===== config.mk =====
export PLATFORM = sky130hd
export DESIGN_NAME = p_dec
export DESIGN_NICKNAME = d
export VERILOG_FILES = /design/src/rtl/p_dec.sv
export SDC_FILE = /design/constraint.sdc
export NUM_CORES = 1
export LEC_CHECK = 0
export ABC_AREA = 0
export BUFFER_PORTS_ARGS = -buffer_cell sky130_fd_sc_hd__buf_2
export CAP_MARGIN = 5
export CORE_AREA = 4 4 67 75
export CTS_BUF_LIST = sky130_fd_sc_hd__clkbuf_8
export CTS_CLUSTER_DIAMETER = 100
export CTS_CLUSTER_SIZE = 25
export DETAILED_ROUTE_END_ITERATION = 8
export DIE_AREA = 0 0 71 79
export GPL_TIMING_DRIVEN = 0
export PLACE_DENSITY = 0.57
export SETUP_SLACK_MARGIN = 0.05
export SLEW_MARGIN = 15
export SYNTH_ARGS = -nofsm -noshare
export SYNTH_HDL_FRONTEND = slang
export SYNTH_SLANG_ARGS = --single-unit
export TNS_END_PERCENT = 50

===== constraint.sdc =====
create_clock -name clk -period 2.35 [get_ports clk]
set_input_delay 0.3525 -clock clk [delete_from_list [all_inputs] [get_ports clk]]
set_output_delay 0.3525 -clock clk [all_outputs]
set_load 0.01 [all_outputs]

===== src/rtl/p_dec.sv =====
// p_dec: registered 2-to-4 priority-code decoder with an input FIFO.
//   Codes arrive on a valid/ready stream, are buffered in a DEPTH-entry FIFO
//   and replayed one at a time as a one-hot strobe held for HOLD cycles.
// Ports:
//   clk, rst          rising-edge clock, asynchronous active-high reset
//   in_valid, in_code input code stream (2-bit priority code)
//   in_ready          FIFO has room (derived from registered level only)
//   out_valid         out_onehot carries a decoded strobe
//   out_onehot        decoded one-hot, zero when out_valid is low
//   level             current FIFO occupancy
//   busy              strobe in progress or codes still buffered
module p_dec #(
  parameter int unsigned DEPTH = 4,
  parameter int unsigned HOLD  = 3
) (
  input  logic                       clk,
  input  logic                       rst,
  input  logic                       in_valid,
  input  logic [1:0]                 in_code,
  output logic                       in_ready,
  output logic                       out_valid,
  output logic [3:0]                 out_onehot,
  output logic [$clog2(DEPTH):0]     level,
  output logic                       busy
);

  localparam int unsigned AW = $clog2(DEPTH);
  localparam int unsigned LW = AW + 1;
  localparam int unsigned CW = 8;

  typedef enum logic {
    S_IDLE  = 1'b0,
    S_DRIVE = 1'b1
  } state_t;

  logic [1:0]    r_mem [DEPTH];
  logic [AW-1:0] r_wptr;
  logic [AW-1:0] r_rptr;
  logic [LW-1:0] r_level;
  logic [CW-1:0] r_cnt;
  state_t        r_state;
  logic          r_out_valid;
  logic [3:0]    r_out_onehot;

  logic          w_push;
  logic          w_pop;
  logic          w_nonempty;

  // Encoder mapping: bit index is the code with its two bits swapped.
  function automatic logic [3:0] f_decode(input logic [1:0] code);
    f_decode = 4'b0001 << {code[0], code[1]};
  endfunction

  assign w_nonempty = (r_level != '0);
  assign in_ready   = (r_level < LW'(DEPTH));
  assign w_push     = in_valid & in_ready;
  // The FSM pops whenever it is free: idle, or the current strobe is on its last cycle.
  assign w_pop      = w_nonempty & ((r_state == S_IDLE) | (r_cnt == '0));

  // FIFO storage and pointers.
  always_ff @(posedge clk or posedge rst) begin
    if (rst) begin
      for (int i = 0; i < int'(DEPTH); i++) r_mem[i] <= '0;
      r_wptr  <= '0;
      r_rptr  <= '0;
      r_level <= '0;
    end else begin
      if (w_push) begin
        r_mem[r_wptr] <= in_code;
        r_wptr        <= r_wptr + AW'(1);
      end
      if (w_pop) r_rptr <= r_rptr + AW'(1);
      case ({w_push, w_pop})
        2'b10:   r_level <= r_level + LW'(1);
        2'b01:   r_level <= r_level - LW'(1);
        default: r_level <= r_level;
      endcase
    end
  end

  // Replay FSM with registered strobe outputs.
  always_ff @(posedge clk or posedge rst) begin
    if (rst) begin
      r_state      <= S_IDLE;
      r_cnt        <= '0;
      r_out_valid  <= 1'b0;
      r_out_onehot <= '0;
    end else begin
      case (r_state)
        S_IDLE: begin
          r_out_valid  <= 1'b0;
          r_out_onehot <= '0;
          if (w_nonempty) begin
            r_out_valid  <= 1'b1;
            r_out_onehot <= f_decode(r_mem[r_rptr]);
            r_cnt        <= CW'(HOLD - 1);
            r_state      <= S_DRIVE;
          end
        end
        S_DRIVE: begin
          if (r_cnt != '0) begin
            r_cnt <= r_cnt - CW'(1);
          end else if (w_nonempty) begin
            // Back-to-back reload, no gap cycle.
            r_out_onehot <= f_decode(r_mem[r_rptr]);
            r_cnt        <= CW'(HOLD - 1);
          end else begin
            r_out_valid  <= 1'b0;
            r_out_onehot <= '0;
            r_state      <= S_IDLE;
          end
        end
        default: begin
          r_state      <= S_IDLE;
          r_out_valid  <= 1'b0;
          r_out_onehot <= '0;
        end
      endcase
    end
  end

  assign out_valid  = r_out_valid;
  assign out_onehot = r_out_onehot;
  assign level      = r_level;
  assign busy       = (r_state == S_DRIVE) | w_nonempty;

endmodule


==> summary.txt <==
Clocking
  – Clock Latency Late Sink: 0.28 ns
  – Clk slew on worst S/H paths: 0.06 ns
  – H-tree levels: 2
  – Clk sinks: 29
  – CTS tree: done
  – CTS buffer count: 5
  – CTS root buf: clkbuf_8
  – Clock buffer depth: 2

Yosys
  – Register area share after synthesis: 50.3%
  – Syn_area_per_cell: 11.6 um^2
  – Cell Area, Synth: 1440 um^2
  – Async SR Flop Fraction: 100%
  – EDFF count, synth: 0
  – Mapped Cells: 124
  – #FFs+latches synth: 29
  – Net count after synthesis: 136
  – Distinct cell type count after synthesis: 41
  – Primary FF master, synth: dfrtp_1
  – YS warnings: 0

Pwr
  – NetSw: 876 uW
  – Sw frac: 37.0%
  – P_int: 1490 uW
  – Pwr dens: 1320 nW/um^2
  – VDD IR max: 0.651 mV
  – Clock share of power: 16.3%
  – Overall power: 2360 uW
  – Leakage power total: 0.000818 uW
  – Comb power frac: 44.4%
  – Seq pwr share: 39.3%

STA
  – Final WS setup: 0.0606 ns
  – Clock skew: 0.00362 ns
  – Slew Limit Fails: 0
  – Tightest Pin Transition: 0.660 ns
  – Final setup violation count: 0
  – Worst rel slew slack: 55.8%
  – Max frequency: 437 MHz
  – Unrepaired setup endpoints after global routing: true
  – Tcrit/Tclk final: 97.4%
  – Final hold vios: 0
  – Period minus WS final: 2.29 ns
  – Post-Route Setup TNS: 0 ns

Global route
  – Total gr overflow: 0
  – Largest net degree at the start of global routing: 30
  – Gr usage total: 11.1%
  – Antenna violations before repair: 0
  – Vias in the first global route: 1060
  – First-pass GRT wire length: 4890 um

Finish
  – Nets: 170
  – Core Util, Final: 42.1%
  – Area grow syn2layout: 24.2%
  – Commonest non-fill, non-tap cell in the layout: dfrtp_1
  – # fillers: 448
  – Share of cells above drive strength 1: 39.6%
  – Commonest non-fill, non-tap cells in the layout: dfrtp_1, buf_2, buf_4
  – N_diodes: 0
  – Layout Cells excl Fill: 213

Critical path
  – Worst reg2reg path depth: 9
  – Critical path's largest stage delay: 0.57 ns
  – Critical path depth: 9
  – Crit end category: register
  – CP arrival: 2.49 ns
  – Worst Path Max Fanout: 3
  – CP startpoint kind: register
  – WS Path Type: reg -> reg
  – Worst EP required: 2.55 ns
  – Crit path cell chain: or4_4, o21a_4, nor2_4, ha_4, inv_2, fa_2, xor2_1, nor2_1, xnor2_1
  – CP max-delay cell: or4_4
  – Buf/Inv on CP: 1
  – Delay-heaviest family, CP: simple AND/OR/NAND/NOR gates

Route
  – Post-route ant nets: 0
  – Wire per inst: 13.5 um
  – Remaining DRCs: 0
  – 1st-iter DRT viols: 40
  – Vias per inst: 4.82
  – Initial DRT Pass Iterations: 4
  – Routed wire length: 2870 um
  – Routed vias: 1026

Placed design
  – GPL Wtd Cong: 0.745
  – Pre-CTS WS: -0.155 ns
  – PortBufs: 14
  – Placed cells: 192
  – Final HPWL DP: 1940 um

Die
  – Die area: 5610 um^2
  – Core area: 4250 um^2
  – Die height: 79 um
  – DIE WIDTH: 71 um
  – Row count: 25
  – Initial core utilization: 33.9%
  – # IOs: 15

Job
  – Number of max-cap violations: 0

Outcome
  – Status: finished, final reports clean

Hold path
  – Type of the worst min-delay path: in -> async
==> final timing paths <==
check | to | from | slack, ns
worst min-delay path | r_wptr[0] | rst | 0.14
max in group asynchronous | r_cnt[4] | rst | 1.78
worst max register to register | level[2] | r_cnt[4] | 0.06
min in group clk | r_mem[0] | in_code[0] | 0.35
worst max-delay path | level[2] | r_cnt[4] | 0.06
worst min register to register | out_onehot[3] | out_onehot[3] | 0.48
==> through the flow <==
stage,area [um^2],hold slack [ns]
detailed placement,1600,0.475
global route,1790,0.188
CTS,1750,0.344
floorplan,1460,0.431
finish,1790,0.140
global placement,1600,0.474
==> power by group through the flow <==
stage          combinational, uW  clock (uW)  sequential, uW
2_1_floorplan                651           0             942
3_3_place_gp                 851           0             947
3_5_place_dp                 883           0             964
4_1_cts                     1010         399             928
5_1_grt                     1160         425             961
6_report                    1050         386             929
==> flip-flops by register name (all words and copies together) (netlist names) <==
name        cells
level           3
out_onehot      4
out_valid       1
r_cnt           8
r_mem           8
r_rptr          2
r_state         1
r_wptr          2
==> worst reg2reg max path, cell delays in order, from the launching register on <==
cell and delay [ns]:
dfrtp_2 0.41, or4_4 0.57, o21a_4 0.25, nor2_4 0.11
ha_4 0.15, inv_2 0.03, fa_2 0.32, xor2_1 0.15
nor2_1 0.11, xnor2_1 0.12
==> cells by family after synthesis <==
kind of cell    Yosys count  synth area share, %
simple gates             33                 13.3
flops                    29                 50.3
compound gates           24                 12.0
buf+inv                  14                 4.16
mux                      11                 10.1
fa+ha+maj                 7                 6.59
xor+xnor                  6                 3.64
==> Yosys cell counts (2+ instances only) <==
master | count | area (um^2)
or4_4 | 2 | 22.5
a31oi_1 | 2 | 12.5
dfrtp_1 | 29 | 726
mux4_2 | 2 | 45.0
xnor2_1 | 3 | 26.3
o21ai_1 | 4 | 20.0
nand2_1 | 11 | 41.3
inv_1 | 11 | 41.3
xor2_1 | 3 | 26.3
nand3_1 | 2 | 10.0
clkbuf_1 | 2 | 7.51
or3_1 | 2 | 12.5
mux2_2 | 8 | 90.1
o21ai_0 | 4 | 20.0
nor2_1 | 4 | 15.0
ha_1 | 6 | 75.1
nor2b_1 | 3 | 18.8
a21oi_1 | 3 | 15.0
==> layout make-up <==
class                           count  area, um^2  area share [%]
Multi-Input combinational cell     81         688            38.4
Inverter                           11        41.3            2.30
Tap cell                           54        67.6            3.77
Timing Repair Buffer               27         168            9.35
Clock inverter                      3        13.8           0.768
Buffer                              3        18.8            1.05
Clock buffer                        5        68.8            3.84
Sequential cell                    29         727            40.5
==> routing by layer <==
metal | up-vias | wire length (um) | global-route usage (%)
li1 | 499 | - | -
met1 | 506 | 1220 | 12.8
met2 | 16 | 1500 | 18.9
met3 | 5 | 98 | 3.80
met4 | 0 | 42 | 3.95
met5 | - | 0 | 0
==> repair_timing <==
item | 4_1_cts | 5_1_grt
resized for setup | 4 | 3
cloned | 0 | 0
pin swaps | 5 | 7
endpoints found under the setup margin | 2 | 2
buffers inserted | 9 | 4
hold buffers | 0 | 0
endpoints found under the hold margin | 0 | 0
(Power assumes the default switching activity.)
